==> config.mk <==
export PLATFORM = sky130hd
export DESIGN_NAME = serial_sub
export DESIGN_NICKNAME = d
export VERILOG_FILES = /design/src/rtl/serial_sub.sv
export SDC_FILE = /design/constraint.sdc
export NUM_CORES = 1
export LEC_CHECK = 0
export BUFFER_PORTS_ARGS = -buffer_cell sky130_fd_sc_hd__buf_2
export CORE_MARGIN = 3
export CORE_UTILIZATION = 40
export CTS_BUF_LIST = sky130_fd_sc_hd__clkbuf_4 sky130_fd_sc_hd__clkbuf_8
export CTS_CLUSTER_SIZE = 28
export DETAILED_ROUTE_END_ITERATION = 10
export GPL_ROUTABILITY_DRIVEN = 0
export HOLD_SLACK_MARGIN = 0.1
export PLACE_DENSITY_LB_ADDON = 0.15
export SETUP_SLACK_MARGIN = 0.15
export SKIP_CTS_REPAIR_TIMING = 1
export SYNTH_ARGS = -nofsm -noshare
export SYNTH_HDL_FRONTEND = slang
export SYNTH_SLANG_ARGS = --single-unit
export TNS_END_PERCENT = 20
==> constraint.sdc <==
create_clock -name clk -period 4.4 [get_ports clk]
set_input_delay 0.88 -clock clk [delete_from_list [all_inputs] [get_ports clk]]
set_output_delay 0.88 -clock clk [all_outputs]
set_load 0.01 [all_outputs]
==> src/rtl/serial_sub.sv <==
// Digit-serial subtractor: d = a - b - bin, one DIGIT-bit slice per cycle, LSB first.
// Operands arrive and results leave through valid/ready handshakes.
module serial_sub #(
    parameter int WIDTH = 8,
    parameter int DIGIT = 1
) (
    input  logic             clk,
    input  logic             rst_n,
    input  logic             in_valid,
    output logic             in_ready,
    input  logic [WIDTH-1:0] a,
    input  logic [WIDTH-1:0] b,
    input  logic             bin,
    output logic             out_valid,
    input  logic             out_ready,
    output logic [WIDTH-1:0] d,
    output logic             bor,
    output logic             zero,
    output logic             ovf
);

    localparam int N  = WIDTH / DIGIT;
    localparam int CW = (N > 1) ? $clog2(N) : 1;
    localparam int SW = DIGIT + 1;

    typedef enum logic [1:0] {IDLE, RUN, DONE} state_t;

    state_t           state_q, state_d;
    logic [WIDTH-1:0] a_q, a_d, b_q, b_d;
    logic [WIDTH-1:0] acc_q, acc_d, d_q, d_d;
    logic [CW-1:0]    cnt_q, cnt_d;
    logic             borrow_q, borrow_d;
    logic             bor_q, bor_d, zero_q, zero_d, ovf_q, ovf_d;
    logic             amsb_q, amsb_d, bmsb_q, bmsb_d;
    logic [DIGIT:0]   slice;
    logic             last;

    always_comb begin
        state_d  = state_q;
        a_d      = a_q;
        b_d      = b_q;
        acc_d    = acc_q;
        d_d      = d_q;
        cnt_d    = cnt_q;
        borrow_d = borrow_q;
        bor_d    = bor_q;
        zero_d   = zero_q;
        ovf_d    = ovf_q;
        amsb_d   = amsb_q;
        bmsb_d   = bmsb_q;
        slice    = {1'b0, a_q[DIGIT-1:0]} - {1'b0, b_q[DIGIT-1:0]} - SW'(borrow_q);
        last     = (cnt_q == CW'(N - 1));
        case (state_q)
            IDLE: begin
                if (in_valid) begin
                    a_d      = a;
                    b_d      = b;
                    borrow_d = bin;
                    cnt_d    = '0;
                    acc_d    = '0;
                    amsb_d   = a[WIDTH-1];
                    bmsb_d   = b[WIDTH-1];
                    state_d  = RUN;
                end
            end
            RUN: begin
                a_d      = a_q >> DIGIT;
                b_d      = b_q >> DIGIT;
                borrow_d = slice[DIGIT];
                cnt_d    = cnt_q + CW'(1);
                for (int unsigned k = 0; k < N; k++) begin
                    if (cnt_q == CW'(k)) acc_d[k*DIGIT +: DIGIT] = slice[DIGIT-1:0];
                end
                // Visible results update only here, from the fully assembled difference.
                if (last) begin
                    state_d = DONE;
                    d_d     = acc_d;
                    bor_d   = slice[DIGIT];
                    zero_d  = (acc_d == '0);
                    ovf_d   = (amsb_q ^ bmsb_q) & (acc_d[WIDTH-1] ^ amsb_q);
                end
            end
            DONE: begin
                if (out_ready) state_d = IDLE;
            end
            default: state_d = IDLE;
        endcase
    end

    always_ff @(posedge clk or negedge rst_n) begin
        if (!rst_n) begin
            state_q  <= IDLE;
            a_q      <= '0;
            b_q      <= '0;
            acc_q    <= '0;
            d_q      <= '0;
            cnt_q    <= '0;
            borrow_q <= 1'b0;
            bor_q    <= 1'b0;
            zero_q   <= 1'b0;
            ovf_q    <= 1'b0;
            amsb_q   <= 1'b0;
            bmsb_q   <= 1'b0;
        end else begin
            state_q  <= state_d;
            a_q      <= a_d;
            b_q      <= b_d;
            acc_q    <= acc_d;
            d_q      <= d_d;
            cnt_q    <= cnt_d;
            borrow_q <= borrow_d;
            bor_q    <= bor_d;
            zero_q   <= zero_d;
            ovf_q    <= ovf_d;
            amsb_q   <= amsb_d;
            bmsb_q   <= bmsb_d;
        end
    end

    assign in_ready  = (state_q == IDLE);
    assign out_valid = (state_q == DONE);
    assign d         = d_q;
    assign bor       = bor_q;
    assign zero      = zero_q;
    assign ovf       = ovf_q;

endmodule

Yosys cells after proc, flatten, opt, wreduce, memory -nomap -nowiden

Index checks and enable logic that the tools add are counted.

Input bits: 21
Output and inout bits: 13
Bits in read-only memories: 0
RAM bits: 0
Logic and storage cells: 68
Bits in registers: 43
Latch bits: 0
Memories kept: 0

Add/subtract/negate cells: 3
Shift operators: 0
Bitwise gates (word level): 3
Equality and inequality tests: 12
Multiply operators: 0
Reductions and logical operators: 8
Div/mod/pow operators: 0
$lt $le $gt $ge: 0
Mux-type cells: 30

Operators with widths:

| cell                                           | number |
|---|---|
| case mux 8 bit (2 select lines)                | 3 |
| 2-to-1 mux 8 bit                               | 3 |
| 2-to-1 mux 1 bit                               | 17 |
| == test 3 bit (second input constant)          | 4 |
| zero test 8 bit                                | 1 |
| == test 3 x 2 -> 1 bit (second input constant) | 2 |
| 2-to-1 mux 2 bit                               | 3 |
| case mux 2 bit (3 select lines)                | 1 |
| case mux 3 bit (2 select lines)                | 1 |
| AND reduction 2 bit                            | 3 |
| != test 2 bit (second input constant)          | 2 |
| adder 3 x 1 -> 3 bit (second input constant)   | 1 |
| == test 3 x 1 -> 1 bit (second input constant) | 1 |
| zero test 3 bit                                | 1 |
| 2-to-1 mux 3 bit                               | 1 |
| AND reduction 3 bit                            | 1 |
| == test 2 x 1 -> 1 bit (second input constant) | 1 |
| == test 2 bit (second input constant)          | 1 |
| zero test 2 bit                                | 1 |
| != test 2 x 1 -> 1 bit (second input constant) | 1 |
| case mux 1 bit (2 select lines)                | 1 |
| nonzero test 2 bit                             | 1 |
| subtractor 1 x 1 -> 2 bit                      | 1 |
| subtractor 2 x 1 -> 2 bit                      | 1 |
| other kinds (2)                                | 3 |

Depth between registers and ports, before layout

Gate-level depths: netlist (run 1).

Depth after elaboration: 6
Gate-level depth with buffers: 8
Mapped depth without buffers: 7

Worst setup path after synthesis (run 1)

No wires, ideal clock.

Path type: register to register
Start: register a_q[0]
End: register zero_q, in the netlist zero
Data required time: 4.335 ns
Data arrival time: 1.831 ns
Cell stages (with the launch flop): 8
Slack: 2.504 ns
Path buffers: 1
Library setup time: 0.065 ns
Path through: dfrtp_1 -> inv_1 -> fa_1 -> buf_4 -> inv_2 -> or4_4 -> nor3_2 -> a22o_1

Longest elaborated chain between the ends: 5
Elaborated cells on any way between the ends: 19

Ends and longest elaborated chain:

| what                        | RTL line | source |
|---|---|---|
| start, declared             | 29       | `logic [WIDTH-1:0] a_q, a_d, b_q, b_d;` |
| start signal, assigned      | 93       | `a_q <= '0;` |
| start signal, assigned      | 106      | `a_q <= a_d;` |
| subtractor 1 x 1 -> 2 bit * | 51       | `slice = {1'b0, a_q[DIGIT-1:0]} - {1'b0, b_q[DIGIT-1:0]} - SW'(borrow_q);` |
| subtractor 2 x 1 -> 2 bit * | 51       |  |
| 2-to-1 mux 1 bit            | 72       | `if (cnt_q == CW'(k)) acc_d[k*DIGIT +: DIGIT] = slice[DIGIT-1:0];` |
| 2-to-1 mux 1 bit            | 53       | `case (state_q)` |
| zero test 8 bit *           | 79       | `zero_d = (acc_d == '0);` |
| end signal, assigned        | 113      | `zero_q <= zero_d;` |
| end, declared               | 33       | `logic bor_q, bor_d, zero_q, zero_d, ovf_q, ovf_d;` |

Mark *: on every way between the ends. The rest lies on a longest branch, timed or not. The select of a mux whose other input is x is not followed.
A chain may end at the register's enable or synchronous reset.

Final worst setup path (run 1)

Same ends and word-level chain as after synthesis.

==> flow_metrics.py, run 1 <==
metrics = {
    "global_routing": {
        "grt-ovfl-total": 0,
        "grt_first_pass_wirelength_um": 7272,
        "grtUsageTotal_pct": 14.59,
        "grt_pass1_vias": 1528,
        "grt_max_degree": 44,
        "grt_antenna_before_repair": 0,
    },
    "power_and_ir_drop": {
        "intPower_uw": 1009,
        "combPwrFrac_pct": 46.8,
        "vdd_ir_drop_max_v": 0.0002835,
        "p_per_area_nw_per_um2": 700.5,
        "p_sw_uw": 705.6,
        "p_leak_uw": 0.001151,
        "seq_power_share_pct": 38.5,
        "switching_share_pct": 41.16,
        "pwr-share-clk_pct": 14.6,
    },
    "worst_setup_path": {
        "critPathMaxFanout": 10,
        "arrival_ns": 2.42,
        "cp.required_ns": 4.63,
        "critPathSlowestCell": "fa_1",
        "end_kind": "flip-flop",
        "cp-start-kind": "flip-flop",
        "cp_num_buf_inv": 2,
        "crit_type": "flip-flop to flip-flop",
        "crit_chain": "inv_1 > fa_1 > inv_2 > or4_4 > nor3_2 > a22o_1",
        "cpPeakStageDelay_ns": 0.78,
        "crit_family": "adder cells",
    },
    "layout": {
        "final_nets": 275,
        "area_growth_pct": 12.67,
        "drive_gt1_share_pct": 21.37,
        "antennaDiodeCount": 0,
    },
    "synthesis": {
        "synth.distinct_cells": 28,
        "syn_area_per_cell_um2": 10.01,
        "ys_ff_latch": 43,
        "ys_warn_count": 0,
        "syn_inst": 217,
        "synth_area_um2": 2172,
        "syn_nets": 245,
        "ys_seq_area_share_pct": 49.54,
    },
    "clock_network": {
        "cts_max_path_buffers": 2,
        "htree_levels": 2,
        "clk_latency_ns": 0.29,
        "cts-root-buf": "clkbuf_8",
        "cts.sinks": 43,
        "cts_buffers": 5,
        "clkTransAtPathRegs_ns": 0.08,
        "tritoncts": "built",
    },
    "detailed_routing": {
        "viasPerCell": 4.918,
        "drc": 0,
        "vias": 1564,
        "drt_iter0_drc": 86,
        "drtPass1Iterations": 4,
        "antenna_left": 0,
        "routedWlPerCell_um": 12.99,
        "drt_wl_total_um": 4131,
    },
    "sta": {
        "skew_ns": 0.003149,
        "finalHoldViolCount": 0,
        "period_share_pct": 49.81,
        "fin_crit_ns": 2.192,
        "max_slew_margin_pct": 36.61,
        "rsz0062_at_grt": "false",
        "timing.fmax_mhz": 456.3,
        "worst_pin_slew_ns": 0.9509,
        "worst_slack_ns": 2.208,
        "final.setup.tns_ns": 0,
        "drv_slew": 0,
        "setup_viol": 0,
    },
    "die": {
        "rows": 26,
        "start_util_pct": 41.99,
        "dieWidth_um": 79.69,
        "io_pins": 34,
        "coreArea_um2": 5172,
        "die_area_um2": 6351,
        "fp.dieH_um": 79.69,
    },
    "placed_design": {
        "dpl.hpwl_um": 2929,
        "port-buffer-count": 33,
        "dp_slack_ns": 2.044,
    },
    "run": {
        "drv_cap": 0,
    },
    "outcome": {
        "status": "finished clean",
    },
    "min_path": {
        "worstHoldPathType": "flip-flop to flip-flop",
    },
}
==> path summary, 6_finish.rpt <==
check / start / to / slack [ns] / cells after the start
min in group asynchronous: rst_n / d[1] / 0.73 / 1
max in group asynchronous: rst_n / ovf / 3.07 / 1
hold / removal: d[7] / d[7] / 0.47 / 2
hold reg to reg: d[7] / d[7] / 0.47 / 2
setup / recovery: a_q[0] / zero / 2.21 / 6
setup reg to reg: a_q[0] / zero / 2.21 / 6
==> area by class of cell <==
cell class	instances	area, um^2
sequential	43	1076
clock buffer	7	83.83
multi-input combinational	155	988.4
inverter	7	26.28
timing repair buffer	35	180.2
tap	70	87.58
fill	507	2725
clock inverter	1	5.005
==> state kept, by name (all words and copies together), names as in the netlist <==
name	count
bmsb_q	1
borrow_q	1
zero	1
d	8
bor	1
cnt_q	3
amsb_q	1
ovf	1
a_q	8
acc_q	8
b_q	8
state_q	2
==> kinds of logic after synthesis <==
family | after synthesis | share of synthesized area [%]
DFF | 43 | 49.54
buffers and inverters | 19 | 5.068
muxes | 23 | 10.83
AOI/OAI and AO/OA | 59 | 15.78
and+or+nand+nor | 66 | 14.40
adders and majority gates | 7 | 4.378
==> stage by stage <==
step	instances	util, %	hold WS, ns	power (uW)	instance area (um^2)
after global placement	310	45.60	0.4563	1476	2359
final	318	47.31	0.4745	1714	2447
after CTS	318	47.31	0.4838	1747	2447
after floorplan	217	-	0.4492	1299	2172
after detailed placement	310	45.60	0.4657	1489	2359
after global routing	318	47.31	0.5014	1885	2447
==> worst reg2reg max path: stages (launching register included) <==
cell and delay (ns):
dfrtp_1 0.33, inv_1 0.06, fa_1 0.78, inv_2 0.14, or4_4 0.55, nor3_2 0.14, a22o_1 0.14
==> power by group through the flow <==
stage                     registers [uW]  clock network, uW  logic, uW
after floorplan                      655                  0        645
after global placement               667                  0        808
after detailed placement             670                  0        819
after CTS                            663                265        819
after global routing                 685                279        921
final                                661                251        803
==> synth_stat cells (all sizes together) <==
master  count  area share [%]
mux2i      19             8.8
nor2       11             1.9
clkbuf      5            0.86
a22o        7             2.8
a22oi       1            0.35
nand2      38             6.6
o31a        2            0.81
fa          1            0.92
and2        1            0.29
nor3        2            0.69
o22ai       5             1.4
inv         7             1.2
dfrtp      43              50
nor2b       7             2.0
o21ai      35             8.1
mux2        4             2.1
ha          6             3.5
or4         1            0.52
a21oi       7             1.6
buf         7             3.0
nand2b      6             2.4
o31ai       2            0.69
==> cell usage in the layout, fill, tap and decap left out, drive strengths merged <==
| cell type | instances |
|---|---|
| mux2 | 4 |
| ha | 6 |
| nand2 | 38 |
| nor2 | 11 |
| nor3 | 2 |
| a22o | 7 |
| inv | 7 |
| mux2i | 19 |
| and2 | 1 |
| o31a | 2 |
| or4 | 1 |
| a22oi | 1 |
| buf | 35 |
| fa | 1 |
| nor2b | 7 |
| o22ai | 5 |
| nand2b | 6 |
| o31ai | 2 |
| clkinv | 1 |
| o21ai | 35 |
| dfrtp | 43 |
| clkbuf | 7 |
| a21oi | 7 |
==> layer usage <==
| layer | vias up | global-route usage, % | part of all wire [%] |
|---|---|---|---|
| met1 | 729 | 19.90 | 50 |
| met5 | - | 0 | 0 |
| met2 | 25 | 22.12 | 44 |
| li1 | 803 | - | - |
| met4 | 0 | 5.670 | 1.6 |
| met3 | 7 | 3.725 | 4.2 |
(Power assumes the default switching activity.)
==> inputs of run 2 (changes only) <==
Clock period 4.4 ns to 2.1 ns, I/O delays scaled along.
==> run 2 against run 1 <==
- non-clock buffer count is 7 higher
- sequential share of layout area decreased by 1.3 points
- setup slack worse by 2.1 ns
- wire length increased by 4.0%
- clock skew is 0.0035 ns higher
- first-iteration DRC count decreased by 20%
- critical path depth decreased by 1
- sequential cell count unchanged
- critical path type unchanged
- critical endpoint unchanged
- largest power group unchanged
==> flow_metrics.py, run 2 (synthesis results as in run 1) <==
metrics = {
    "outcome": {
        "status": "finished clean",
    },
    "detailed_routing": {
        "drc": 0,
        "drtPass1Iterations": 4,
        "drt_iter0_drc": 69,
        "viasPerCell": 4.917,
        "routedWlPerCell_um": 13.22,
        "vias": 1598,
        "antenna_left": 0,
        "drt_wl_total_um": 4298,
    },
    "sta": {
        "fin_crit_ns": 1.975,
        "setup_viol": 0,
        "max_slew_margin_pct": 63.29,
        "worst_pin_slew_ns": 0.5506,
        "skew_ns": 0.006683,
        "finalHoldViolCount": 0,
        "rsz0062_at_grt": "true",
        "worst_slack_ns": 0.1247,
        "drv_slew": 0,
        "timing.fmax_mhz": 506.2,
        "period_share_pct": 94.06,
        "final.setup.tns_ns": 0,
    },
    "worst_setup_path": {
        "critPathMaxFanout": 7,
        "rrSetupSlack_ns": 0.12,
        "cp.required_ns": 2.33,
        "arrival_ns": 2.21,
        "cp-start-kind": "flip-flop",
        "crit_type": "flip-flop to flip-flop",
        "end_kind": "flip-flop",
    },
    "die": {
        "io_pins": 34,
        "rows": 26,
        "coreArea_um2": 5172,
        "fp.dieH_um": 79.69,
        "start_util_pct": 41.99,
        "die_area_um2": 6351,
        "dieWidth_um": 79.69,
    },
    "layout": {
        "register_area_um2": 1076,
        "final_nets": 282,
        "antennaDiodeCount": 0,
        "multi_input_area_um2": 991.0,
        "fill_cells": 485,
        "drive_gt1_share_pct": 23.92,
        "area_growth_pct": 16.01,
        "layout_common_cells": "dfrtp_1, nand2_1, buf_2",
        "mostFrequentLayoutCell": "dfrtp_1",
    },
    "power_and_ir_drop": {
        "p_per_area_nw_per_um2": 1501,
        "p_sw_uw": 1546,
        "combPwrFrac_pct": 48.2,
        "vdd_ir_drop_max_v": 0.0005762,
        "p_leak_uw": 0.001185,
        "seq_power_share_pct": 36.3,
        "pwr-share-clk_pct": 15.5,
        "switching_share_pct": 40.88,
        "intPower_uw": 2237,
    },
    "run": {
        "drv_cap": 0,
    },
    "clock_network": {
        "tritoncts": "built",
        "cts_buffers": 5,
        "cts.sinks": 43,
        "clkTransAtPathRegs_ns": 0.09,
        "htree_levels": 2,
        "cts_max_path_buffers": 2,
        "clk_latency_ns": 0.29,
        "cts-root-buf": "clkbuf_8",
    },
    "global_routing": {
        "grt_first_pass_wirelength_um": 7803,
        "grt_pass1_vias": 1625,
        "grt-ovfl-total": 0,
        "grt_antenna_before_repair": 0,
        "grtUsageTotal_pct": 15.81,
        "grt_max_degree": 44,
    },
    "min_path": {
        "worstHoldPathType": "input port to asynchronous set/reset pin",
    },
    "placed_design": {
        "dp_slack_ns": 0.1582,
        "port-buffer-count": 33,
        "dpl.hpwl_um": 3149,
    },
}
## run 2: power groups by stage
stage	registers (uW)	clock network, uW	logic (uW)
CTS	1370	599	1830
finish	1370	585	1820
detailed placement	1390	0	1820
global placement	1380	0	1800
global route	1420	637	2090
floorplan	1370	0	1350
## run 2: stage by stage
stage                     area [um^2]  utilization (%)  hold WS, ns  total power, uW  cells
after CTS                        2515            48.62       0.2189             3803    325
after floorplan                  2172                -       0.1244             2723    217
after global routing             2520            48.72       0.2414             4151    325
after global placement           2411            46.61       0.4551             3183    317
after detailed placement         2411            46.61       0.4648             3210    317
final                            2520            48.72       0.1911             3783    325
## run 2: worst paths after layout
path | to | cells after the start | startpoint
min reg2reg | d[2] | 2 | d[2]
min | d[1] | 2 | rst_n
min in group clk | state_q[1] | 2 | out_ready
max in group asynchronous | bor | 2 | rst_n
max | zero | 5 | borrow_q
max reg2reg | zero | 5 | borrow_q
## run 2: worst max-delay path, stage by stage (launching register included)
cell and delay (ns):
dfrtp_1 0.41, fa_2 0.65, inv_4 0.07, or4_4 0.53, nor3_2 0.12, a22o_1 0.14
## run 2: cell type report
class / instances / area share, %
clock buffer: 7 / 3.823
clock inverter: 1 / 0.2979
inverter: 7 / 1.142
multi-input combinational: 155 / 39.32
sequential: 43 / 42.70
tap: 70 / 3.476
timing repair buffer: 42 / 9.235
## run 2: per-layer routing
metal	global-route usage, %	routed length [um]	vias up
met1	21.66	2109	732
met2	24.29	1930	38
met4	5.326	62	0
met5	0	0	-
met3	4.063	195	7
li1	-	-	821
==> inputs of run 3 (changes only) <==
Settings changed: ABC_CLOCK_PERIOD_IN_PS set to 2100, BUFFER_PORTS_ARGS -buffer_cell sky130_fd_sc_hd__buf_2 to -buffer_cell sky130_fd_sc_hd__buf_4.
==> run 3 against run 2 <==
- sequential share of layout area fell by 0.99 points
- clock skew barely moved
- global-route usage fell by 0.61 points
- die area did not move
- via count rose by 1.3%
- design area rose by 2.4%
- clock power rose by 2%
- maximum frequency rose by 0.83%
- wire length barely moved
- largest power group unchanged
- utilization rose by 1.2 points
- sequential cell count did not move
==> flow_metrics.py, run 3 (synthesis results as in run 1) <==
metrics = {
    "outcome": {
        "status": "finished clean",
    },
    "detailed_routing": {
        "antenna_left": 0,
        "viasPerCell": 5.028,
        "vias": 1619,
        "drc": 0,
        "drt_iter0_drc": 21,
        "drtPass1Iterations": 4,
        "routedWlPerCell_um": 13.36,
        "drt_wl_total_um": 4302,
    },
    "worst_setup_path": {
        "cp_num_buf_inv": 1,
        "crit_chain": "fa_2 > inv_4 > or4_4 > nor3_2 > a22o_1",
        "cpPeakStageDelay_ns": 0.65,
        "cp.required_ns": 2.34,
        "end_kind": "flip-flop",
        "ff2ff_path_depth": 5,
        "cp-start-kind": "flip-flop",
        "critPathMaxFanout": 7,
        "r2r_start": "borrow_q",
        "critPathSlowestCell": "fa_2",
        "critPathLaunch": "borrow_q",
        "timing.rr.end": "zero",
        "rrSetupSlack_ns": 0.14,
        "arrival_ns": 2.20,
        "crit_type": "flip-flop to flip-flop",
        "crit_family": "adder cells",
        "crit_end": "zero",
        "crit_cells": 5,
    },
    "clock_network": {
        "clkTransAtPathRegs_ns": 0.08,
        "cts_buffers": 5,
        "tritoncts": "built",
        "cts_max_path_buffers": 2,
        "clk_latency_ns": 0.30,
        "htree_levels": 2,
        "cts-root-buf": "clkbuf_8",
        "cts.sinks": 43,
    },
    "run": {
        "drv_cap": 0,
    },
    "power_and_ir_drop": {
        "vdd_ir_drop_max_v": 0.0005955,
        "p_per_area_nw_per_um2": 1489,
        "p_leak_uw": 0.001196,
    },
    "sta": {
        "worst_pin_slew_ns": 0.5412,
        "rsz0062_at_grt": "true",
        "final.setup.tns_ns": 0,
        "max_slew_margin_pct": 63.92,
        "setup_viol": 0,
        "timing.fmax_mhz": 510.5,
        "skew_ns": 0.006425,
        "drv_slew": 0,
        "fin_crit_ns": 1.959,
        "finalHoldViolCount": 0,
        "period_share_pct": 93.29,
    },
    "global_routing": {
        "grt_antenna_before_repair": 0,
        "grt_max_degree": 44,
        "grtUsageTotal_pct": 15.21,
        "grt-ovfl-total": 0,
        "grt_pass1_vias": 1658,
        "grt_first_pass_wirelength_um": 7493,
    },
    "die": {
        "start_util_pct": 41.99,
        "die_area_um2": 6351,
        "io_pins": 34,
        "fp.dieH_um": 79.69,
        "dieWidth_um": 79.69,
        "rows": 26,
        "coreArea_um2": 5172,
    },
    "layout": {
        "area_growth_pct": 18.78,
        "final_nets": 279,
        "drive_gt1_share_pct": 23.02,
        "mostFrequentLayoutCell": "dfrtp_1",
        "fin_area_um2": 2580,
        "antennaDiodeCount": 0,
        "layout_common_cells": "dfrtp_1, buf_4, nand2_1",
        "fill_cells": 501,
    },
    "placed_design": {
        "place_area_um2": 2471,
        "dpl.hpwl_um": 3057,
        "port-buffer-count": 33,
    },
    "min_path": {
        "worstHoldPathType": "input port to asynchronous set/reset pin",
    },
}
==> run 3: cell count changes in the layout (fill, tap and decap cells not counted) <==
| cell | previous run | this run |
|---|---|---|
| clkinvlp_4 | 1 | 0 |
| buf_2 | 33 | 0 |
| buf_4 | 9 | 39 |
| clkbuf_4 | 0 | 1 |
==> run 3: area by class of cell <==
cell class                      count  area [um^2]  area share (%)
Clock buffer                        8        103.9           4.025
Inverter                            7        28.78           1.115
Multi-Input combinational cell    155        991.0           38.41
Sequential cell                    43         1076           41.71
Tap cell                           70        87.58           3.395
Timing Repair Buffer               39        292.8           11.35
==> run 3: per-layer routing <==
| layer | track usage [%] | share of wire [%] | wire [um] |
|---|---|---|---|
| met1 | 19.38 | 49 | 2125 |
| met2 | 24.79 | 44 | 1913 |
| met5 | 0 | 0 | 0 |
| met3 | 3.499 | 4.3 | 183 |
| met4 | 6.186 | 1.8 | 79 |
==> run 3: report_power, final <==
group          internal [uW]  switching [uW]  total (uW)
logic                    822            1050        1870
registers               1150             222        1370
clock network            313             283         596
total                   2290            1550        3840
==> run 3: stage by stage <==
step	total power, uW	hold slack, ns	util, %	worst slack [ns]	std cells
floorplan	2723	0.1244	-	0.2037	217
global placement	3220	0.4493	47.77	0.1685	314
detailed placement	3252	0.4482	47.77	0.1300	314
CTS	3852	0.1217	49.78	0.1060	322
global route	4189	0.1457	49.88	0.07989	322
finish	3840	0.09139	49.88	0.1410	322
==> run 3: worst min path at each step <==
stage	start	endpoint	slack, ns	depth (start not counted)
6_report	rst_n	d[1]	0.09	1
5_1_grt	rst_n	d[1]	0.15	1
4_1_cts	rst_n	d[0]	0.12	1
3_5_place_dp	rst_n	d[0]	0.45	1
3_3_place_gp	rst_n	d[1]	0.45	1
2_1_floorplan	rst_n	a_q[0]	0.12	0
